File: src/rtl/addsub_share_arb.sv
// Two-requester round-robin front end for one shared 16-bit carry-lookahead add/sub unit,
// with a registered tagged response, signed-overflow detection/saturation and an event counter.
module addsub_share_arb #(
    parameter bit          SATURATE = 1'b0,
    parameter int unsigned CNT_W    = 8
) (
    input  logic             clk,
    input  logic             rst_n,
    input  logic             req0_valid,
    output logic             req0_ready,
    input  logic [15:0]      req0_a,
    input  logic [15:0]      req0_b,
    input  logic             req0_sub,
    input  logic             req1_valid,
    output logic             req1_ready,
    input  logic [15:0]      req1_a,
    input  logic [15:0]      req1_b,
    input  logic             req1_sub,
    output logic             rsp_valid,
    input  logic             rsp_ready,
    output logic             rsp_id,
    output logic [15:0]      rsp_sum,
    output logic             rsp_ovfl,
    output logic [CNT_W-1:0] ovfl_cnt
);

    typedef enum logic {StEmpty, StFull} state_e;

    state_e             state_q, state_d;
    logic               ptr_q, ptr_d;
    logic               id_q, id_d;
    logic [15:0]        sum_q, sum_d;
    logic               ovfl_q, ovfl_d;
    logic [CNT_W-1:0]   cnt_q, cnt_d;

    logic               can_accept, grant0, grant1, accept;
    logic [15:0]        op_a, op_b, b_eff, gen, prop, add_sum, result;
    logic               op_sub, ovfl, adder_err;
    logic [16:0]        carry;

    // Arbitration: a lone requester wins; on contention the pointer decides.
    assign can_accept = (state_q == StEmpty) | rsp_ready;
    assign grant0     = req0_valid & (~req1_valid | ~ptr_q);
    assign grant1     = req1_valid & (~req0_valid | ptr_q);
    assign req0_ready = rst_n & can_accept & grant0;
    assign req1_ready = rst_n & can_accept & grant1;
    assign accept     = req0_ready | req1_ready;

    assign op_a   = grant1 ? req1_a   : req0_a;
    assign op_b   = grant1 ? req1_b   : req0_b;
    assign op_sub = grant1 ? req1_sub : req0_sub;

    // Shared adder: 4-bit groups, group carries by lookahead, subtraction as A + ~B + 1.
    assign b_eff = op_b ^ {16{op_sub}};
    assign gen   = op_a & b_eff;
    assign prop  = op_a ^ b_eff;

    always_comb begin
        logic grp_g, grp_p;
        carry    = '0;
        carry[0] = op_sub;
        for (int grp = 0; grp < 4; grp++) begin
            grp_g = 1'b0;
            grp_p = 1'b1;
            for (int j = 0; j < 4; j++) begin
                carry[4*grp+j+1] = gen[4*grp+j] | (prop[4*grp+j] & carry[4*grp+j]);
                grp_g = gen[4*grp+j] | (prop[4*grp+j] & grp_g);
                grp_p = grp_p & prop[4*grp+j];
            end
            carry[4*grp+4] = grp_g | (grp_p & carry[4*grp]);
        end
    end

    assign add_sum   = prop ^ carry[15:0];
    assign adder_err = carry[16] ^ carry[15];

    always_comb begin
        ovfl = 1'b0;
        if (op_sub) ovfl = (op_a[15] != op_b[15]) && (add_sum[15] != op_a[15]);
        else        ovfl = (op_a[15] == op_b[15]) && (add_sum[15] != op_a[15]);
    end

    assign result = (SATURATE && ovfl) ? (op_a[15] ? 16'h8000 : 16'h7FFF) : add_sum;

    always_ff @(posedge clk) begin
        if (rst_n && accept) assert (ovfl == adder_err);
    end

    // Response FSM
    always_ff @(posedge clk or negedge rst_n) begin
        if (!rst_n) state_q <= StEmpty;
        else        state_q <= state_d;
    end

    always_comb begin
        state_d = state_q;
        unique case (state_q)
            StEmpty: if (accept) state_d = StFull;
            StFull:  if (rsp_ready && !accept) state_d = StEmpty;
            default: state_d = StEmpty;
        endcase
    end

    always_comb begin
        rsp_valid = (state_q == StFull);
    end

    // Datapath and counter
    always_comb begin
        ptr_d  = ptr_q;
        id_d   = id_q;
        sum_d  = sum_q;
        ovfl_d = ovfl_q;
        cnt_d  = cnt_q;
        if (accept) begin
            ptr_d  = ~grant1;
            id_d   = grant1;
            sum_d  = result;
            ovfl_d = ovfl;
            if (ovfl && !(&cnt_q)) cnt_d = cnt_q + CNT_W'(1);
        end
    end

    always_ff @(posedge clk or negedge rst_n) begin
        if (!rst_n) begin
            ptr_q  <= 1'b0;
            id_q   <= 1'b0;
            sum_q  <= 16'h0000;
            ovfl_q <= 1'b0;
            cnt_q  <= '0;
        end else begin
            ptr_q  <= ptr_d;
            id_q   <= id_d;
            sum_q  <= sum_d;
            ovfl_q <= ovfl_d;
            cnt_q  <= cnt_d;
        end
    end

    assign rsp_id   = id_q;
    assign rsp_sum  = sum_q;
    assign rsp_ovfl = ovfl_q;
    assign ovfl_cnt = cnt_q;

endmodule

File: config.mk
export PLATFORM = sky130hd
export DESIGN_NAME = addsub_share_arb
export DESIGN_NICKNAME = d
export VERILOG_FILES = /design/src/rtl/addsub_share_arb.sv
export SDC_FILE = /design/constraint.sdc
export NUM_CORES = 1
export LEC_CHECK = 0
export ABC_AREA = 0
export CORE_MARGIN = 5
export CORE_UTILIZATION = 47
export CTS_CLUSTER_SIZE = 20
export DETAILED_ROUTE_END_ITERATION = 10
export PLACE_DENSITY = 0.88
export SLEW_MARGIN = 25
export SYNTH_ARGS = -nofsm -noshare
export SYNTH_HDL_FRONTEND = slang
export SYNTH_SLANG_ARGS = --single-unit
File: constraint.sdc
create_clock -name clk -period 9.5 [get_ports clk]
set_input_delay 2.85 -clock clk [delete_from_list [all_inputs] [get_ports clk]]
set_output_delay 2.85 -clock clk [all_outputs]
set_load 0.005 [all_outputs]
==> results by group, run 1 <==
Drt
  • Pre-antenna DRT Iters: 4
  • Metal3 WL: 431 um
  • Uppermost layer routed: met4
  • DRC: 0
  • Final ANT Viol Nets: 0
  • Via density: 5.16
  • Vias: 2048
  • M1 WL: 2390 um
  • Routed len/inst: about 15 um
  • Initial DRC count: between 60 and 70
  • WL met2: 3280 um
  • DRT Wirelength: 6120 um

Clock tree
  • Clk slew on worst S/H paths: 100 ps
  • Clk buf depth: 2
  • Post-CTS Setup Bufs: 0
  • CTS tree: yes
  • Clock root buffer: clkbuf_8
  • CTS Buf Count: 3
  • H-tree depth: 1
  • # hold bufs at CTS: 0
  • CTS resizes: 0
  • Clk_lat worst skew: 270 ps
  • Number of clock sinks: 28

Worst setup path
  • Critical path's most frequent cell: fa_1
  • Worst path bufs/invs: 1
  • Slowest stage cell, crit path: nand2_1
  • Worst EP arrival: slightly above 8000 ps
  • Crit. End Element: flop
  • WP data required: 9660 ps
  • Worst Path Max Fanout: 20
  • Top delay family on crit path: adder cells
  • R2R setup slack: roughly 4200 ps
  • Crit Path Class: in2reg
  • CP Launch Type: primary input
  • Cell chain of the critical path: clkdlybuf4s50_1 > nand2b_1 > nand2_1 > mux2i_1 > xor2_1 > ha_1 > nand4_1 > nor3_1 > a21o_1 > o21ai_0 > fa_1 > fa_1 > fa_1 > and2_1 > mux2i_1 > o22ai_4 > nand4_1 > mux2_1
  • CP max stage delay: about 710 ps

Logic synthesis
  • Synth Area in Simple Gates: 0.112
  • Main combinational cell family by area after synthesis: multiplexers
  • Synth Area in XOR/XNOR: 0.105
  • Post-Synth Adder-Cell Area: 0.163
  • Cells after Synth: approximately 230
  • Net Count, Synth: 328
  • Ys flop type: dfrtp_1
  • Synthesized flop and latch total: 28
  • YS warnings: 0
  • Cell variety after synth: 34
  • Post-synthesis mux area share: 0.179
  • EDFF count, synth: 0
  • Seq/Total Area, Yosys: 0.299
  • Post-synthesis compound-gate area fraction: 0.103
  • Avg Synthesized Cell Area: 10.1 um2
  • Cell Area, Synth: between 2000 and 2500 um2
  • Ys async rst share: 1.00

Placed design
  • IO buf count: 99
  • Final GP Congestion: approximately 0.86
  • Detailed Place HPWL: 5100 um

Global route
  • Gr usage total: 0.194
  • Number of global-route vias before repair: 2140
  • Largest net degree at the start of global routing: 27
  • First-pass GRT wire length: 9850 um
  • Initial antenna violation count: 0
  • Final global-route overflow total: 0

STA
  • RSZ-0062 raised after global routing: false
  • Final cycle utilization of the critical path: 0.837
  • Max Freq: about 130 MHz
  • Setup_tns: 0 ps
  • Period minus WS final: 7950 ps
  • Rel. slew slack: 0.361
  • Slew @ Worst Pin: ~960 ps
  • Hold Vio Cnt, Final: 0
  • Clock skew: 3.10 ps
  • Pins Over Slew Limit: 0
  • Final setup vio count: 0

Layout
  • Area Overhead vs Synth: 47.2%
  • ANT cells: 0
  • Util after Layout: 0.721
  • Total Nets Final: between 400 and 500
  • Number of fill cells: 362
  • Layout cells sized above 1: 0.0697

Min path
  • HP Class: reg2reg

Floorplanning
  • Die area: 6500 um2
  • Starting Density: 0.490
  • Row count: 25
  • CORE AREA: about 4800 um2
  • DIE HEIGHT: 80.6 um
  • I/O pins: 100
  • Die X: about 80 um

Power and ir drop
  • Max IR drop VDD: 0.0000808 V
  • Leak Pwr: 1.56 nW
  • Power Density: 178 nW/um2

Status
  • Outcome: finished clean

Run
  • Max cap viols: 0
## cells in the mapped netlist (2+ instances only)
cell type	number	area share
a211oi_1	2	0.0064
a21o_1	6	0.019
a21oi_1	6	0.013
a31oi_1	2	0.0053
and2_1	3	0.0080
and3_1	3	0.0080
buf_2	3	0.0064
buf_4	2	0.0064
clkbuf_1	4	0.0064
dfrtp_1	28	0.30
fa_1	11	0.094
ha_1	13	0.069
inv_1	13	0.021
mux2_1	2	0.0096
mux2_2	13	0.062
mux2i_1	25	0.11
nand2_1	19	0.030
nand2b_1	4	0.011
nand3_1	6	0.013
nand4_1	6	0.016
nor2_1	8	0.013
nor3_1	2	0.0043
o21ai_0	15	0.032
xnor2_1	14	0.052
xor2_1	14	0.052
## cells by family (layout without fill, tap and decap cells)
logic type / after synthesis / after routing
AO/OA/AOI/OAI: 37 / 37
XOR/XNOR: 28 / 28
adder cells (fa/ha/maj): 24 / 24
buffers and inverters: 22 / 119
flip-flops: 28 / 28
multiplexers: 40 / 40
AND/OR/NAND/NOR: 54 / 54
## cell type report
type                            instances  area (um2)  area share
Tap cell                               67        83.8      0.0243
Clock buffer                            4        55.1      0.0159
Sequential cell                        28         701       0.203
Inverter                               13        48.8      0.0141
Multi-Input combinational cell        183        1550       0.449
Timing Repair Buffer                  102        1010       0.294
## cells in the final DEF, fill, tap and decap left out, drive strengths merged, types with 2 or more instances in the layout
cell           netlist  final
xnor2               14     14
and3                 3      3
nor3                 2      2
fa                  11     11
dfrtp               28     28
nand3                6      6
nand4                6      6
nand2               19     19
and2                 3      3
buf                  5      3
mux2i               25     25
xor2                14     14
nor2                 8      8
a21oi                6      6
mux2                15     15
clkbuf               4      4
ha                  13     13
inv                 13     13
a211oi               2      2
clkdlybuf4s50        0     99
a21o                 6      6
o21ai               16     16
nand2b               4      4
a31oi                2      2
## per-stage QoR
stage	total power, mW	hold slack, ps	cells	cell area, um2	setup WS (ps)
2_1_floorplan	0.372	473	233	2340	2410
3_3_place_gp	0.527	466	393	3400	1510
3_5_place_dp	0.543	477	393	3400	1340
4_1_cts	0.621	501	397	3450	1560
5_1_grt	0.668	515	397	3450	1190
6_report	0.614	489	397	3450	1550
## routing by layer
| metal | vias up | track usage |
|---|---|---|
| met5 | - | 0 |
| met4 | 0 | 0.0270 |
| met3 | 4 | 0.0336 |
| met2 | 73 | 0.382 |
| li1 | 1000 | - |
| met1 | 971 | 0.218 |
## state kept, by name, indices dropped and copies added (netlist names)
signal     cells
ovfl_cnt       8
ptr_q          1
rsp_id         1
rsp_ovfl       1
rsp_sum       16
rsp_valid      1
## final timing paths
kind,from,endpoint,cells after the start
worst max-delay path,req0_valid,ovfl_cnt[6],18
worst min-delay path,rsp_sum[6],rsp_sum[6],2
worst max register to register,ptr_q,ovfl_cnt[6],17
worst min register to register,rsp_sum[6],rsp_sum[6],2
max in group asynchronous,rst_n,rsp_ovfl,2
min in group asynchronous,rst_n,rsp_sum[15],1
## worst reg2reg max path, delay by kind of cell (launching register included)
kind                       cells  cell delay, ps
and+or+nand+nor                6            1670
DFF                            1             420
AOI/OAI and AO/OA              3             460
muxes                          3             880
adders and majority gates      4            1640
xor gates and xnor gates       1             140
## where the power goes
part | leakage [nW] | switching [mW] | internal [mW]
registers | 0.348 | 0.0301 | 0.164
clock network | 0.0288 | 0.0383 | 0.0371
logic | 1.18 | 0.146 | 0.199
(Power assumes the default switching activity.)
==> run 2: changes to the inputs <==
CORE_UTILIZATION = 39   (was 47)
PLACE_DENSITY = 0.78   (was 0.88)
clock period = 6.5 ns   (was 9.5 ns; I/O delays follow)
==> run 2 against run 1 <==
Against the previous run:
- register-to-register slack lost 2200 ps
- first-iteration DRC count shrank 7.8%
- non-clock buffer count is 26 higher
- combinational power grew 59%
- routed wire length increased by 3.2%
- largest cell class unchanged
- largest power group unchanged
==> results by group, run 2 (synthesis gave the netlist of run 1 again) <==
Status
  • Outcome: finished clean

Layout
  • Multi-input gate area: ~1600 um2
  • Commonest non-fill, non-tap cell in the layout: clkdlybuf4s50_1
  • Number of fill cells: just over 500
  • Area Overhead vs Synth: 58.0%
  • Util after Layout: 0.629
  • Layout cells sized above 1: 0.146
  • Commonest cells after routing, fill and taps aside: clkdlybuf4s50_1, dfrtp_1, buf_4, mux2i_1, nand2_1
  • Max FFs per register: 16
  • Layout Cells excl Fill: 431
  • Register area: 701 um2
  • Total Nets Final: 452
  • ANT cells: 0

Floorplanning
  • Row count: 28
  • DIE HEIGHT: 87.5 um
  • CORE AREA: approximately 6000 um2
  • Die area: 7660 um2
  • Starting Density: 0.398
  • I/O pins: 100
  • Die X: 87.5 um

Worst setup path
  • CP Launch Type: primary input
  • Top delay family on crit path: adder cells
  • Crit Path Class: in2reg
  • Setup crit start: req0_valid
  • Worst EP arrival: 6380 ps
  • Cell chain of the critical path: clkdlybuf4s50_1 > nand2b_1 > a21bo_2 > and2_1 > buf_12 > xor2_1 > ha_1 > nand4_1 > nor3_1 > a21o_1 > o21ai_0 > fa_1 > fa_1 > fa_2 > and2_1 > mux2i_2 > o22ai_4 > nand4_1 > mux2_1
  • Worst path bufs/invs: 2
  • Slowest stage cell, crit path: clkdlybuf4s50_1
  • Reg2reg start: ptr_q
  • R2R setup slack: approximately 1900 ps
  • Worst reg2reg path depth: 18
  • CP endpoint: ovfl_cnt[6]
  • Worst path depth: 19
  • Worst Path Max Fanout: 12
  • Reg2Reg Capture Point: ovfl_cnt[6]
  • Crit. End Element: flop
  • CP max stage delay: between 400 and 500 ps
  • WP data required: 6670 ps

STA
  • Period minus WS final: 6210 ps
  • Hold Vio Cnt, Final: 0
  • Final cycle utilization of the critical path: 0.955
  • Min setup slack post-route: 292 ps
  • Worst hold slack: 489 ps
  • RSZ-0062 raised after global routing: false
  • Max Freq: roughly 160 MHz
  • Pins Over Slew Limit: 0
  • Clock skew: 1.59 ps
  • Final setup vio count: 0
  • Rel. slew slack: 0.632
  • Slew @ Worst Pin: between 500 and 600 ps

Placed design
  • Setup WS pre-CTS: -101 ps
  • Placed instance count: approximately 430
  • IO buf count: roughly 100
  • Detailed Place HPWL: 5410 um
  • Final GP Congestion: roughly 0.83

Clock tree
  • CTS Buf Count: 3
  • Number of clock sinks: 28
  • Clk buf depth: 2
  • Clk_lat worst skew: 270 ps
  • H-tree depth: 1
  • Post-CTS Setup Bufs: 0
  • Clk slew on worst S/H paths: ~100 ps
  • Clock root buffer: clkbuf_8
  • # hold bufs at CTS: 0
  • CTS tree: yes

Power and ir drop
  • Clock share of power: 0.118
  • Switching share of total power: 0.341
  • Power Density: around 250 nW/um2
  • Internal Power: roughly 620 uW
  • Max IR drop VDD: around 0.00012 V
  • Power, Total: 943 uW
  • Register share of total power: 0.299
  • Leak Pwr: 1.69 nW
  • Gate power share: 0.583
  • Net switching power: 322 uW

Global route
  • Initial antenna violation count: 0
  • Number of global-route vias before repair: 2292
  • Largest net degree at the start of global routing: 31
  • Final global-route overflow total: 0
  • First-pass GRT wire length: 10200 um
  • Gr usage total: 0.168

Drt
  • Pre-antenna DRT Iters: 3
  • Via density: ~5.0
  • Routed len/inst: 14.7 um
  • Final ANT Viol Nets: 0
  • DRC: 0
  • Vias: 2152
  • DRT Wirelength: 6320 um
  • Initial DRC count: 59

Min path
  • HP Class: reg2reg

Run
  • Max cap viols: 0
[run 2: worst min-delay path by stage]
stage,from,to,slack (ps),depth (start not counted)
CTS,rsp_sum[10],rsp_sum[10],490,2
floorplan,rsp_sum[0],rsp_sum[0],470,2
global placement,rsp_sum[13],rsp_sum[13],460,2
finish,rsp_sum[10],rsp_sum[10],490,2
global route,rsp_id,rsp_id,520,1
detailed placement,rsp_sum[10],rsp_sum[10],470,2
[run 2: power groups by stage]
stage | Combinational [mW] | Clock, mW | Sequential, mW
global route | 0.614 | 0.122 | 0.292
global placement | 0.535 | 0 | 0.282
finish | 0.550 | 0.112 | 0.282
detailed placement | 0.555 | 0 | 0.285
CTS | 0.557 | 0.114 | 0.282
floorplan | 0.258 | 0 | 0.286
[run 2: cell type report]
type / count / area share
tap: 75 / 0.0253
timing repair buffer: 128 / 0.336
inverter: 13 / 0.0132
clock buffer: 4 / 0.0149
sequential: 28 / 0.189
multi-input combinational: 183 / 0.421
[run 2: worst reg2reg max path: cells and delay by family (launching register included)]
kind                       cells  cell delay [ps]
AOI/OAI and AO/OA              4              660
xor gates and xnor gates       1              180
adders and majority gates      4             1490
buffers and inverters          1              150
DFF                            1              410
muxes                          2              520
and+or+nand+nor                6             1040
[run 2: metal layers]
metal / track usage / wire, um / up-vias
met3: 0.0339 / 398 / 12
met2: 0.321 / 3430 / 64
met5: 0 / 0 / -
met4: 0.0488 / 141 / 0
li1: - / - / 1058
met1: 0.188 / 2340 / 1018
[run 2: timing repair]
| action | 4_1_cts | 5_1_grt |
|---|---|---|
| setup endpoints to repair | 0 | 4 |
| hold endpoints to repair | 0 | 0 |
| resized for setup | 0 | 2 |
[run 2: stage by stage]
stage               TNS (ps)  area, um2
global route               0       3700
CTS                        0       3700
detailed placement      -319       3640
global placement       -4.45       3640
finish                     0       3700
floorplan                  0       2340
==> run 3: changes to the inputs <==
CAP_MARGIN = 20   (was unset)
CORE_UTILIZATION = 40   (was 39)
CTS_BUF_LIST = sky130_fd_sc_hd__clkbuf_4   (was unset)
PLACE_DENSITY = 0.79   (was 0.78)
==> run 3 against run 2 <==
Against the previous run:
- critical path depth unchanged
- power fell by 4.7%
- count of clock-buffer cells in the layout down 1
- critical path type unchanged
- largest power group unchanged
==> results by group, run 3 (synthesis gave the netlist of run 1 again) <==
Min path
  • HP Class: reg2reg

STA
  • Final setup vio count: 0
  • Setup_tns: 0 ps
  • Slew @ Worst Pin: 434 ps
  • Worst hold slack: between 400 and 500 ps
  • Pins Over Slew Limit: 0
  • Final cycle utilization of the critical path: 0.957
  • Hold Vio Cnt, Final: 0
  • Clock skew: 4.32 ps
  • Rel. slew slack: 0.710
  • Period minus WS final: 6220 ps
  • Max Freq: 161 MHz

Worst setup path
  • Cell chain of the critical path: clkdlybuf4s50_1 > nand2b_1 > a21bo_2 > and2_1 > buf_12 > xor2_1 > ha_1 > nand4_1 > nor3_1 > a21o_1 > o21ai_0 > fa_1 > fa_1 > fa_1 > and2_1 > mux2i_2 > o22ai_4 > nand4_1 > mux2_1
  • CP max stage delay: 480 ps
  • WP data required: 6740 ps
  • Crit. End Element: flop
  • Worst EP arrival: 6450 ps
  • Crit Path Class: in2reg
  • Slowest stage cell, crit path: clkdlybuf4s50_1
  • CP Launch Type: primary input
  • Worst Path Max Fanout: 12
  • Critical path's most frequent cell: fa_1

Clock tree
  • Clk slew on worst S/H paths: about 160 ps
  • Clk buf depth: 2
  • # hold bufs at CTS: 0
  • Clock root buffer: clkbuf_4
  • H-tree depth: 1
  • CTS Buf Count: 3
  • Number of clock sinks: 28
  • Clk_lat worst skew: 330 ps
  • CTS tree: yes

Global route
  • Initial antenna violation count: 0
  • Number of global-route vias before repair: 2186
  • Gr usage total: 0.169
  • Final global-route overflow total: 0
  • Largest net degree at the start of global routing: 27
  • First-pass GRT wire length: 10100 um

Placed design
  • Detailed Place HPWL: around 5300 um
  • IO buf count: 99
  • Placed instance area: ~3600 um2
  • Final GP Congestion: 0.842

Drt
  • Vias: 2092
  • Routed len/inst: between 10 and 15 um
  • DRT Wirelength: around 6000 um
  • Via density: 4.87
  • Final ANT Viol Nets: 0
  • Pre-antenna DRT Iters: 4
  • Initial DRC count: 54
  • DRC: 0

Floorplanning
  • Row count: 27
  • Starting Density: 0.418
  • DIE HEIGHT: between 80 and 90 um
  • Die area: between 7000 and 8000 um2
  • I/O pins: 100
  • CORE AREA: 5610 um2
  • Die X: about 87 um

Power and ir drop
  • Max IR drop VDD: 0.000129 V
  • Power Density: between 200 and 250 nW/um2
  • Power, Total: 899 uW
  • Leak Pwr: 1.69 nW

Layout
  • Max FFs per register: 16
  • Layout cells sized above 1: 0.151
  • Area Overhead vs Synth: 56.9%
  • Register area: 701 um2
  • Post-route cell area: 3680 um2
  • Commonest cells after routing, fill and taps aside: clkdlybuf4s50_1, buf_4, dfrtp_1, mux2i_1, nand2_1
  • Total Nets Final: ~460
  • ANT cells: 0
  • Number of fill cells: 493
  • Commonest non-fill, non-tap cell in the layout: clkdlybuf4s50_1
  • Multi-input gate area: 1560 um2

Status
  • Outcome: finished clean

Run
  • Max cap viols: 0
run 3: changes by cell type in the layout (fill, tap and decap cells not counted):
cell and change:
mux2i_1 -1, clkbuf_8 -4, fa_1 +1, fa_2 -1, buf_12 -1, mux2i_2 +1, buf_4 +4, clkbuf_4 +3
run 3: final timing paths:
path                            start          end  slack, ps  cells past startpoint
hold reg to reg            rsp_sum[8]   rsp_sum[8]        500                      2
setup / recovery           req0_valid  ovfl_cnt[7]        280                     19
setup reg to reg                ptr_q  ovfl_cnt[7]       1860                     18
max in group asynchronous       rst_n  rsp_sum[13]       4350                      2
hold / removal             rsp_sum[8]   rsp_sum[8]        500                      2
min in group asynchronous       rst_n        ptr_q       1940                      2
run 3: cell type report:
type / count / area share
Clock buffer: 3 / 0.00612
Multi-Input combinational cell: 183 / 0.424
Timing Repair Buffer: 131 / 0.341
Inverter: 13 / 0.0133
Tap cell: 72 / 0.0245
Sequential cell: 28 / 0.190
run 3: worst max-delay path: cells and delay by family:
family / cells / cell delay, ps
adders and majority gates: 4 / 1540
and+or+nand+nor: 6 / 980
AOI/OAI and AO/OA: 4 / 650
buffers and inverters: 2 / 630
muxes: 2 / 520
xor gates and xnor gates: 1 / 170
run 3: where the power goes:
group / total, mW / internal (mW) / switching, mW
Clock: 0.0749 / 0.0218 / 0.0531
Combinational: 0.542 / 0.324 / 0.218
Sequential: 0.282 / 0.239 / 0.0436
Total: 0.899 / 0.585 / 0.314
run 3: timing repair:
| action | 4_1_cts | 5_1_grt |
|---|---|---|
| buffers inserted | 0 | 2 |
| setup endpoints to repair | 0 | 3 |
| gates resized for setup | 0 | 2 |
run 3: routing by layer:
| layer | up-vias | global-route usage | wire length, um |
|---|---|---|---|
| met4 | 0 | 0.0382 | 47 |
| li1 | 1059 | - | - |
| met5 | - | 0 | 0 |
| met1 | 961 | 0.195 | 2380 |
| met2 | 68 | 0.325 | 3350 |
| met3 | 4 | 0.0238 | 371 |
run 3: stage by stage:
stage / cells / utilization / setup WS [ps]
floorplan: 233 / - / 311
global placement: 425 / 0.648 / -32.9
detailed placement: 425 / 0.648 / -127
CTS: 428 / 0.652 / 213
global route: 430 / 0.656 / -3.77
finish: 430 / 0.656 / 282
